`config.mk`:
```
export PLATFORM = sky130hd
export DESIGN_NAME = de4_sopc_ready_latency_source
export DESIGN_NICKNAME = d
export VERILOG_FILES = /design/src/rtl/de4_sopc_ready_latency_source_pkg.sv /design/src/rtl/de4_sopc_ready_latency_source_delay_line.sv /design/src/rtl/de4_sopc_ready_latency_source.sv
export SDC_FILE = /design/constraint.sdc
export NUM_CORES = 1
export LEC_CHECK = 0
export CORE_UTILIZATION = 50
export DETAILED_ROUTE_END_ITERATION = 10
export DONT_BUFFER_PORTS = 1
export GPL_ROUTABILITY_DRIVEN = 0
export PLACE_DENSITY_LB_ADDON = 0.1
export SETUP_SLACK_MARGIN = 0.5
export SKIP_LAST_GASP = 1
export SLEW_MARGIN = 10
export SYNTH_ARGS = -nofsm -noshare
export SYNTH_HDL_FRONTEND = slang
export SYNTH_SLANG_ARGS = --single-unit
```
`constraint.sdc`:
```
create_clock -name clk -period 2.85 [get_ports clk]
set_input_delay 0.57 -clock clk [delete_from_list [all_inputs] [get_ports clk]]
set_output_delay 0.57 -clock clk [all_outputs]
set_load 0.01 [all_outputs]
```
`src/rtl/de4_sopc_ready_latency_source_pkg.sv`:
```
// Shared stream parameters for the DE4 SOPC ready-latency source adapter.
// These are the defaults for payload width, FIFO depth and sink ready latency.
package de4_sopc_ready_latency_source_pkg;

  localparam int ST_DATA_WIDTH    = 37;
  localparam int ST_DEPTH         = 4;
  localparam int ST_READY_LATENCY = 2;

endpackage

```
`src/rtl/de4_sopc_ready_latency_source_delay_line.sv`:
```
// Delays the sink ready by LATENCY clock edges so that it becomes the beat grant.
// The register chain resets to zero, so no grant appears for LATENCY cycles after reset.
module de4_sopc_ready_latency_source_delay_line
  import de4_sopc_ready_latency_source_pkg::*;
#(
  parameter int LATENCY = ST_READY_LATENCY
) (
  input  logic clk,
  input  logic reset_n,
  input  logic ready,
  output logic grant
);

  logic [LATENCY-1:0] pipe_r;

  // shift register carrying ready credits toward the grant tap
  always_ff @(posedge clk or negedge reset_n) begin
    if (!reset_n) begin
      pipe_r <= '0;
    end else begin
      pipe_r[0] <= ready;
      for (int k = 1; k < LATENCY; k++) begin
        pipe_r[k] <= pipe_r[k-1];
      end
    end
  end

  assign grant = pipe_r[LATENCY-1];

endmodule

```
`src/rtl/de4_sopc_ready_latency_source.sv`:
```
// Avalon-ST source adapter: takes a ready-latency-0 stream and drives a sink whose ready latency is READY_LATENCY.
// A small FIFO holds words while the ready credits from the sink are still travelling through the delay line.
module de4_sopc_ready_latency_source
  import de4_sopc_ready_latency_source_pkg::*;
#(
  parameter int DATA_WIDTH    = ST_DATA_WIDTH,
  parameter int DEPTH         = ST_DEPTH,
  parameter int ADDR_WIDTH    = 2,
  parameter int READY_LATENCY = ST_READY_LATENCY
) (
  input  logic                  clk,
  input  logic                  reset_n,
  input  logic                  in_valid,
  output logic                  in_ready,
  input  logic [DATA_WIDTH-1:0] in_data,
  input  logic                  out_ready,
  output logic                  out_valid,
  output logic [DATA_WIDTH-1:0] out_data,
  output logic [ADDR_WIDTH:0]   fill_level
);

  localparam logic [ADDR_WIDTH:0] DEPTH_C = (ADDR_WIDTH + 1)'(DEPTH);

  logic [DATA_WIDTH-1:0] mem_r [DEPTH];
  logic [ADDR_WIDTH-1:0] wr_addr_r;
  logic [ADDR_WIDTH-1:0] rd_addr_r;
  logic [ADDR_WIDTH:0]   count_r;
  logic [ADDR_WIDTH:0]   count_next_s;
  logic                  in_ready_r;
  logic                  grant_s;
  logic                  push_s;
  logic                  pop_s;

  de4_sopc_ready_latency_source_delay_line #(
    .LATENCY (READY_LATENCY)
  ) u_delay_line (
    .clk     (clk),
    .reset_n (reset_n),
    .ready   (out_ready),
    .grant   (grant_s)
  );

  // A grant that finds the FIFO empty is simply lost; credits are never banked.
  assign pop_s  = grant_s && (count_r != {(ADDR_WIDTH + 1){1'b0}});
  assign push_s = in_valid && in_ready_r;

  // occupancy after this edge
  always_comb begin
    count_next_s = count_r;
    if (push_s && !pop_s) begin
      count_next_s = count_r + (ADDR_WIDTH + 1)'(1);
    end else if (pop_s && !push_s) begin
      count_next_s = count_r - (ADDR_WIDTH + 1)'(1);
    end else begin
      count_next_s = count_r;
    end
  end

  // pointers, occupancy and the registered upstream ready
  always_ff @(posedge clk or negedge reset_n) begin
    if (!reset_n) begin
      wr_addr_r  <= '0;
      rd_addr_r  <= '0;
      count_r    <= '0;
      in_ready_r <= 1'b0;
    end else begin
      if (push_s) begin
        wr_addr_r <= wr_addr_r + ADDR_WIDTH'(1);
      end
      if (pop_s) begin
        rd_addr_r <= rd_addr_r + ADDR_WIDTH'(1);
      end
      count_r    <= count_next_s;
      in_ready_r <= (count_next_s < DEPTH_C);
    end
  end

  // payload storage, left unreset so it can map onto distributed RAM
  always_ff @(posedge clk) begin
    if (push_s) begin
      mem_r[wr_addr_r] <= in_data;
    end
  end

  assign in_ready   = in_ready_r;
  assign out_valid  = pop_s;
  assign out_data   = mem_r[rd_addr_r];
  assign fill_level = count_r;

endmodule

```
==> flow_metrics.tcl, run 1 <==
set metrics [dict create \
    ys_seq_area_frac 0.797 \
    area_growth_pct 13.9 \
    max_stage_delay_ns 0.61 \
    numClockSinks 158 \
    holdWs_ns 0.182 \
    cts_tree "built" \
    critPathKind "register to primary output" \
    ys_ff_latch 158 \
    htreeDepth 4 \
    ir_drop_v 0.000586 \
    diodes 0 \
    antenna_found_initial 0 \
    r2r_start "fill_level[0]$_DFFE_PN0P_" \
    clock_tree.root_cell "clkbuf_16" \
    avgSynthCellArea_sq_um 23.8 \
    clock_path_buffers 2 \
    vias 2404 \
    fin_area_sq_mm 0.00671 \
    hold_start "out_ready" \
    layout.nets 318 \
    finalCritPeriodShare 0.798 \
    synth_top_area_frac 0.755 \
    yosysMostFrequentCell "edfxtp_1" \
    drive_gt1_frac 0.292 \
    syn_inst 247 \
    ant_nets 0 \
    p_per_area_mw_per_mm2 1070 \
    die_area_sq_mm 0.0122 \
    cp-startpoint "rd_addr_r[0]$_DFFE_PN0P_" \
    dpl.hpwl_mm 5.64 \
    start_util 0.513 \
    drc 0 \
    core-area_sq_mm 0.0115 \
    clock.fmax_ghz 0.440 \
    track_usage 0.172 \
    postCtsSetupBuffers 0 \
    async_flop_share 0.0633 \
    p_leak_nw 2.22 \
    cpMaxStageDelayCell "mux4_2" \
    grt_max_degree 38 \
    synth_top_cells_by_count "edfxtp_1, mux4_2, dfrtp_1, ha_1, inv_1" \
    grt-ovfl-total 0 \
    min_path_type "primary input to register" \
    crit_chain "buf_6 -> mux4_2" \
    power.total_mw 7.20 \
    synth_edf_count 148 \
    io_buffers 0 \
    avgRoutedWirePerCell_um 22.1 \
    grt_first_pass_wirelength_mm 15.0 \
    clk_latency_ns 0.41 \
    fill_cells 811 \
    drv_slew 0 \
    ioPinCount 83 \
    slew-limit-headroom 0.610 \
    crit_path_end_kind "primary output" \
    hold_viol 0 \
    cp.required_ns 2.28 \
    avgViaCountPerCell 5.67 \
    placed_cell_area_sq_mm 0.00610 \
    routed_wl_mm 9.39 \
    yosysWarnings 0 \
    die-width_um 111 \
    startpoint_type "register" \
    first_global_vias 2675 \
    rsz0062_at_grt "true" \
    die-height_um 111 \
    synthTopCellsByArea "edfxtp_1, mux4_2, dfrtp_1" \
    num_rows 39 \
    clk_pin_slew_ns 0.06 \
    ys.flop_type "edfxtp_1" \
    netlist_area_sq_mm 0.00589 \
    setup_viol_count_final 0 \
    status "complete, no violations" \
    finalCriticalPeriod_ns 2.27 \
    drt_iter0_markers 119 \
    crit_fanout 21 \
    cts-buffers-inserted 17 \
    syn-num-nets 297 \
    worstPathArrival_ns 1.70 \
    drt_first_pass_iters 4 \
    maxCapViolCount 0 \
    skew_ns 0.00397 \
    ys_types 21 \
    setup-tns-final_ns 0 \
    worst_slew_pin_slew_ns 0.584 \
    yosys.area.top_type "edfxtp_1" \
]
-- routing by layer --
| layer | GRT usage | up-vias | wire length, um |
|---|---|---|---|
| met2 | 0.270 | 62 | 4690 |
| met5 | 0 | - | 0 |
| met3 | 0.0708 | 11 | 610 |
| met1 | 0.206 | 1264 | 3920 |
| li1 | - | 1067 | - |
| met4 | 0.0853 | 0 | 165 |
-- worst paths after layout --
check | endpoint | slack [ns] | cells after the start
setup / recovery | out_data[34] | 0.58 | 2
max in group asynchronous | rd_addr_r[0]$_DFFE_PN0P_ | 1.98 | 1
hold / removal | u_delay_line.pipe_r[0]$_DFF_PN0_ | 0.18 | 0
hold reg to reg | u_delay_line.pipe_r[1]$_DFF_PN0_ | 0.35 | 0
min in group asynchronous | fill_level[1]$_DFFE_PN0P_ | 0.54 | 1
setup reg to reg | register | 0.77 | 8
-- worst max-delay path: cells and delay by family, from the launching register on --
kind	cells	cell delay (ns)
buffers and inverters	1	0.29
flip-flops	1	0.37
multiplexers	1	0.61
-- timing repair --
action                                  CTS  global route
endpoints found under the setup margin   21            18
hold buffers                              1             0
endpoints found under the hold margin    10             0
cloned                                    0             0
resized for setup                         1             2
-- final cells by class --
| cell class | count | area [sq um] | area share |
|---|---|---|---|
| Inverter | 8 | 30.0 | 0.00448 |
| Timing Repair Buffer | 10 | 97.6 | 0.0146 |
| Sequential cell | 158 | 4700 | 0.700 |
| Clock buffer | 20 | 447 | 0.0666 |
| Multi-Input combinational cell | 73 | 1110 | 0.166 |
| Tap cell | 143 | 179 | 0.0267 |
| Clock inverter | 12 | 144 | 0.0215 |
-- power by group --
group          leakage (nW)  switching, mW  internal, mW
clock network         0.289          0.836          1.39
registers              1.47          0.191          3.05
logic                 0.463          0.975         0.756
-- cell usage in the layout (no fill, tap or decap), drive strengths merged --
master / count
a211oi: 1
a21oi: 1
a221o: 1
a22o: 1
and3: 4
buf: 9
bufinv: 3
clkbuf: 20
clkinv: 7
clkinvlp: 2
dfrtp: 10
dlygate4sd3: 1
edfxtp: 148
ha: 9
inv: 8
mux4: 37
nand2: 5
nand3: 1
nor2: 3
nor3b: 1
o211ai: 1
o21ai: 4
xnor2: 4
-- metrics by stage --
stage	setup slack, ns	std cells	util
after floorplan	0.814	247	-
after global placement	0.677	391	0.532
after detailed placement	0.608	391	0.532
after CTS	0.497	424	0.585
after global routing	0.490	424	0.585
final	0.577	424	0.585
-- sequential cells by signal, summed over array words and instances (netlist names), named ones only --
| name | cells |
|---|---|
| mem_r | 148 |
| fill_level | 2 |
| in_ready | 1 |
| rd_addr_r | 2 |
| u_delay_line.pipe_r | 2 |
| wr_addr_r | 2 |
-- kinds of logic after synthesis --
kind of cell | after synthesis | synth area share
AOI/OAI and AO/OA | 9 | 0.00999
buffers and inverters | 16 | 0.0147
adders and majority gates | 9 | 0.0191
DFF | 158 | 0.797
and+or+nand+nor | 14 | 0.0115
muxes | 37 | 0.142
xor gates and xnor gates | 4 | 0.00595
Note: power is estimated with default switching activity, not from simulation.
==> inputs of run 2 (changes only) <==
==> constraint.sdc (replaced) <==
create_clock -name clk -period 1.9 [get_ports clk]
set_input_delay 0.38 -clock clk [delete_from_list [all_inputs] [get_ports clk]]
set_output_delay 0.38 -clock clk [all_outputs]
set_load 0.01 [all_outputs]
==> run 2 against run 1 <==
Effect of this change: the flow now finishes with violations (negative setup slack); sequential share of layout area shrank 6.2 points; die area is the same; total power grew 69%; register-to-register slack lost 0.60 ns; count of clock-buffer cells in the layout grew 2; clock skew grew 0.0048 ns; sequential cell count is the same.
==> flow_metrics.tcl, run 2 (same netlist as run 1, synthesis figures left out) <==
set metrics [dict create \
    worstPathArrival_ns 1.70 \
    die-height_um 111 \
    clk_pin_slew_ns 0.06 \
    violations "negative setup slack" \
    htreeDepth 4 \
    finalCriticalPeriod_ns 2.08 \
    setup_viol_count_final 37 \
    layout_commonest_cell "edfxtp_1" \
    dr_wl_met2_mm 5.23 \
    avgViaCountPerCell 5.69 \
    vias 2571 \
    drt_iter0_markers 136 \
    startpoint_type "register" \
    rsz0062_at_grt "true" \
    pre_cts_ws_ns 0.123 \
    clockPowerShare 0.288 \
    p_leak_nw 2.47 \
    dpl.hpwl_mm 5.70 \
    power_switching_mw 3.32 \
    ir_drop_v 0.00114 \
    drv_slew 0 \
    first_global_vias 2746 \
    setup-tns-final_ns -5.50 \
    grt_max_degree 37 \
    worst_slew_pin_slew_ns 0.499 \
    cts_tree "built" \
    power.total_mw 12.2 \
    die_area_sq_mm 0.0122 \
    drc 0 \
    final_cell_mix "edfxtp_1, mux4_2, clkbuf_16, buf_4, buf_12" \
    die-width_um 111 \
    status "complete, but fails checks" \
    layout.nets 346 \
    holdWs_ns 0.0602 \
    diodes 0 \
    combPwrFrac 0.320 \
    clock_tree.root_cell "clkbuf_16" \
    slew-limit-headroom 0.667 \
    maxCapViolCount 0 \
    min_path_type "primary input to register" \
    grt-ovfl-total 0 \
    track_usage 0.178 \
    ant_nets 0 \
    numClockSinks 158 \
    num_rows 39 \
    antenna_found_initial 0 \
    io_buffers 0 \
    clk_latency_ns 0.41 \
    grt_first_pass_wirelength_mm 15.7 \
    avgRoutedWirePerCell_um 22.6 \
    ioPinCount 83 \
    dr_wl_met3_um 585 \
    finalCritPeriodShare 1.10 \
    stdcell_count 452 \
    top_layer "met4" \
    cts-buffers-inserted 17 \
    core-area_sq_mm 0.0115 \
    regMostFlops "mem_r" \
    drt_first_pass_iters 4 \
    routed_wl_mm 10.2 \
    wl_met1_mm 4.28 \
    cp.required_ns 1.52 \
    crit_fanout 5 \
    clock.fmax_ghz 0.480 \
    start_util 0.513 \
    crit_path_end_kind "primary output" \
    intPower_mw 8.86 \
    hold_viol 0 \
    seq_power_share 0.393 \
    largest_reg_flops 148 \
    area_growth_pct 24.9 \
    layout_setup_ws_ns -0.184 \
    critPathKind "register to primary output" \
    swShare 0.272 \
    skew_ns 0.00875 \
    drive_gt1_frac 0.398 \
    p_per_area_mw_per_mm2 1660 \
    dp_cells 396 \
    clock_path_buffers 2 \
]
[run 2: changes by cell type in the layout (fill, tap and decap cells not counted), moves of 5 or more]
cell | before | now
buf_4 | 6 | 12
buf_12 | 1 | 10
inv_1 | 8 | 3
buf_16 | 0 | 5
[run 2: worst max-delay path, cell delays in order (launching register included)]
cell	delay, ns
dfrtp_2	0.44
buf_12	0.15
buf_12	0.12
buf_16	0.13
mux4_2	0.46
[run 2: power groups by stage]
stage / clock (mW) / combinational (mW) / sequential, mW
after floorplan: 0 / 2.27 / 4.80
after global placement: 0 / 2.96 / 4.83
after detailed placement: 0 / 2.97 / 4.87
after CTS: 3.57 / 3.61 / 4.79
after global routing: 3.71 / 4.16 / 4.84
final: 3.50 / 3.89 / 4.78
[run 2: metal layers]
layer	GRT usage	up-vias
met5	0	-
met4	0.0747	0
met3	0.0593	12
met2	0.283	73
met1	0.225	1360
li1	-	1126
[run 2: final cells by class]
class / count / area [sq um]
Timing Repair Buffer: 38 / 604
Clock inverter: 10 / 161
Tap cell: 143 / 179
Multi-Input combinational cell: 73 / 1210
Fill cell: 736 / 4110
Sequential cell: 158 / 4700
Clock buffer: 22 / 464
Inverter: 8 / 32.5
[run 2: worst paths after layout]
path	endpoint	start	slack (ns)	cells past startpoint
hold / removal	mem_r[0][9]$_DFFE_PP_	in_data[9]	0.06	0
setup reg to reg	register	fill_level[0]$_DFFE_PN0P_	0.17	8
max in group asynchronous	rd_addr_r[1]$_DFFE_PN0P_	reset_n	1.16	1
setup / recovery	out_data[12]	rd_addr_r[0]$_DFFE_PN0P_	-0.18	4
min in group asynchronous	fill_level[0]$_DFFE_PN0P_	reset_n	0.38	1
hold reg to reg	u_delay_line.pipe_r[1]$_DFF_PN0_	u_delay_line.pipe_r[0]$_DFF_PN0_	0.35	0
[run 2: timing repair]
item | CTS | global route
hold buffers | 2 | 0
resized for setup | 20 | 15
pin swaps | 4 | 6
setup buffers | 8 | 6
hold endpoints to repair | 11 | 0
gates cloned | 3 | 5
endpoints found under the setup margin | 129 | 130
[run 2: stage by stage]
step           instance area [sq um]  utilization
3_5_place_dp                    6240        0.544
6_report                        7350        0.641
2_1_floorplan                   5960            -
4_1_cts                         7130        0.622
5_1_grt                         7350        0.641
3_3_place_gp                    6240        0.544
==> inputs of run 3 (changes only) <==
--- a/config.mk
+++ b/config.mk
@@ -9,6 +9,7 @@
 export DETAILED_ROUTE_END_ITERATION = 10
 export DONT_BUFFER_PORTS = 1
 export GPL_ROUTABILITY_DRIVEN = 0
+export GPL_TIMING_DRIVEN = 0
 export PLACE_DENSITY_LB_ADDON = 0.1
 export SETUP_SLACK_MARGIN = 0.5
 export SKIP_LAST_GASP = 1
==> run 3 against run 2 <==
Effect of this change: the run still ends with negative setup slack left; final cell count grew 5.8%; total power rose by 3.4%; critical path depth decreased by 1; register-to-register slack worse by 0.08 ns; critical path type unchanged; largest cell class unchanged.
==> flow_metrics.tcl, run 3 (same netlist as run 1, synthesis figures left out) <==
set metrics [dict create \
    status "complete, but fails checks" \
    violations "negative setup slack" \
    diodes 0 \
    swShare 0.276 \
    clock_path_buffers 2 \
    die_area_sq_mm 0.0122 \
    seq_power_share 0.382 \
    die-height_um 111 \
    die-width_um 111 \
    p_leak_nw 2.60 \
    final_cell_mix "edfxtp_1, mux4_2, buf_4, buf_12, clkbuf_16" \
    drt_iter0_markers 109 \
    clk_latency_ns 0.41 \
    grt_first_pass_wirelength_mm 17.0 \
    intPower_mw 9.12 \
    ioPinCount 83 \
    dpl.hpwl_mm 5.45 \
    min_path_type "primary input to register" \
    routed_wl_mm 11.4 \
    fill_cells 716 \
    ir_drop_v 0.000996 \
    drv_slew 0 \
    drt_first_pass_iters 4 \
    grt-ovfl-total 0 \
    clockPowerShare 0.269 \
    vias 2754 \
    largest_reg_flops 148 \
    worst_slew_pin_slew_ns 0.467 \
    layout.nets 372 \
    finalCritPeriodShare 1.09 \
    power_switching_mw 3.48 \
    maxCapViolCount 0 \
    setup_viol_count_final 37 \
    area_growth_pct 29.9 \
    layout_commonest_cell "edfxtp_1" \
    grt_max_degree 19 \
    start_util 0.513 \
    drc 0 \
    layout_setup_ws_ns -0.179 \
    regArea_sq_mm 0.00470 \
    clock.fmax_ghz 0.481 \
    placed_cell_area_sq_mm 0.00614 \
    drive_gt1_frac 0.439 \
    max_stage_delay_ns 0.54 \
    htreeDepth 4 \
    crit_fanout 5 \
    ant_nets 0 \
    avgRoutedWirePerCell_um 23.8 \
    core-area_sq_mm 0.0115 \
    first_global_vias 2902 \
    numClockSinks 158 \
    slew-limit-headroom 0.688 \
    num_rows 39 \
    finalCriticalPeriod_ns 2.08 \
    io_buffers 0 \
    cts_tree "built" \
    fin_area_sq_mm 0.00765 \
    antenna_found_initial 0 \
    avgViaCountPerCell 5.76 \
    worstPathArrival_ns 1.70 \
    crit_path_end_kind "primary output" \
    skew_ns 0.00504 \
    multi_input_area_sq_mm 0.00128 \
    cpMaxStageDelayCell "mux4_2" \
    startpoint_type "register" \
    clock_tree.root_cell "clkbuf_16" \
    holdWs_ns 0.0573 \
    rsz0062_at_grt "true" \
    cp.required_ns 1.52 \
    crit_chain "buf_8 -> clkbuf_16 -> mux4_2" \
    p_per_area_mw_per_mm2 1650 \
    critPathKind "register to primary output" \
    track_usage 0.197 \
    hold_viol 0 \
    regMostFlops "mem_r" \
    combPwrFrac 0.349 \
    clk_pin_slew_ns 0.06 \
    cts-buffers-inserted 17 \
]
-- run 3: cell count changes in the layout (fill, tap and decap cells not counted), sizes merged --
cell,before,now
and3,4,8
buf,32,55
clkinv,3,5
clkinvlp,3,0
-- run 3: path summary, 6_finish.rpt --
kind                                                   from                          endpoint  slack, ns  depth (start not counted)
hold reg to reg            u_delay_line.pipe_r[0]$_DFF_PN0_  u_delay_line.pipe_r[1]$_DFF_PN0_       0.36                          0
setup / recovery                   rd_addr_r[0]$_DFFE_PN0P_                      out_data[18]      -0.18                          3
max in group asynchronous                           reset_n         fill_level[0]$_DFFE_PN0P_       1.20                          1
setup reg to reg                  fill_level[0]$_DFFE_PN0P_                          register       0.09                          8
min in group asynchronous                           reset_n  u_delay_line.pipe_r[0]$_DFF_PN0_       0.36                          1
hold / removal                                   in_data[8]             mem_r[1][8]$_DFFE_PP_       0.06                          0
-- run 3: metal layers --
layer | vias to the layer above | track usage | part of all wire
met1 | 1469 | 0.249 | 0.41
met5 | - | 0 | 0
li1 | 1195 | - | -
met2 | 76 | 0.312 | 0.52
met3 | 14 | 0.0648 | 0.051
met4 | 0 | 0.0907 | 0.017
-- run 3: worst max-delay path: cells and delay by family, from the launching register on --
kind / cells / cell delay, ns
buf+inv: 2 / 0.32
flops: 1 / 0.42
mux: 1 / 0.54
-- run 3: timing repair --
action                     4_1_cts  5_1_grt
hold endpoints to repair        11        0
setup buffers                   31       13
hold buffers                     2        0
setup endpoints to repair      190      186
resized for setup               35       18
cloned                           8        2
pin swaps                       12       10
-- run 3: layout make-up --
class	count	share of cell area
multi-input cells	77	0.168
plain buffers	8	0.0141
clock inverters	9	0.0185
flip-flops and latches	158	0.614
inverters	8	0.00458
well taps	143	0.0234
repair buffers	52	0.0990
clock buffers	23	0.0586
-- run 3: power by group through the flow --
| stage | Sequential [mW] | Clock (mW) | Combinational [mW] |
|---|---|---|---|
| 2_1_floorplan | 4.80 | 0 | 2.27 |
| 3_3_place_gp | 4.85 | 0 | 2.83 |
| 3_5_place_dp | 4.89 | 0 | 2.83 |
| 4_1_cts | 4.81 | 3.45 | 3.99 |
| 5_1_grt | 4.86 | 3.58 | 4.69 |
| 6_report | 4.81 | 3.39 | 4.40 |
-- run 3: metrics by stage --
stage / TNS [ns] / instances / power (mW) / utilization / setup slack [ns]
finish: -5.66 / 478 / 12.6 / 0.667 / -0.179
global route: -7.21 / 478 / 13.1 / 0.667 / -0.223
CTS: -5.52 / 463 / 12.3 / 0.645 / -0.193
detailed placement: 0 / 390 / 7.72 / 0.535 / 0.0249
global placement: 0 / 390 / 7.68 / 0.535 / 0.0513
floorplan: 0 / 247 / 7.06 / - / 0.152
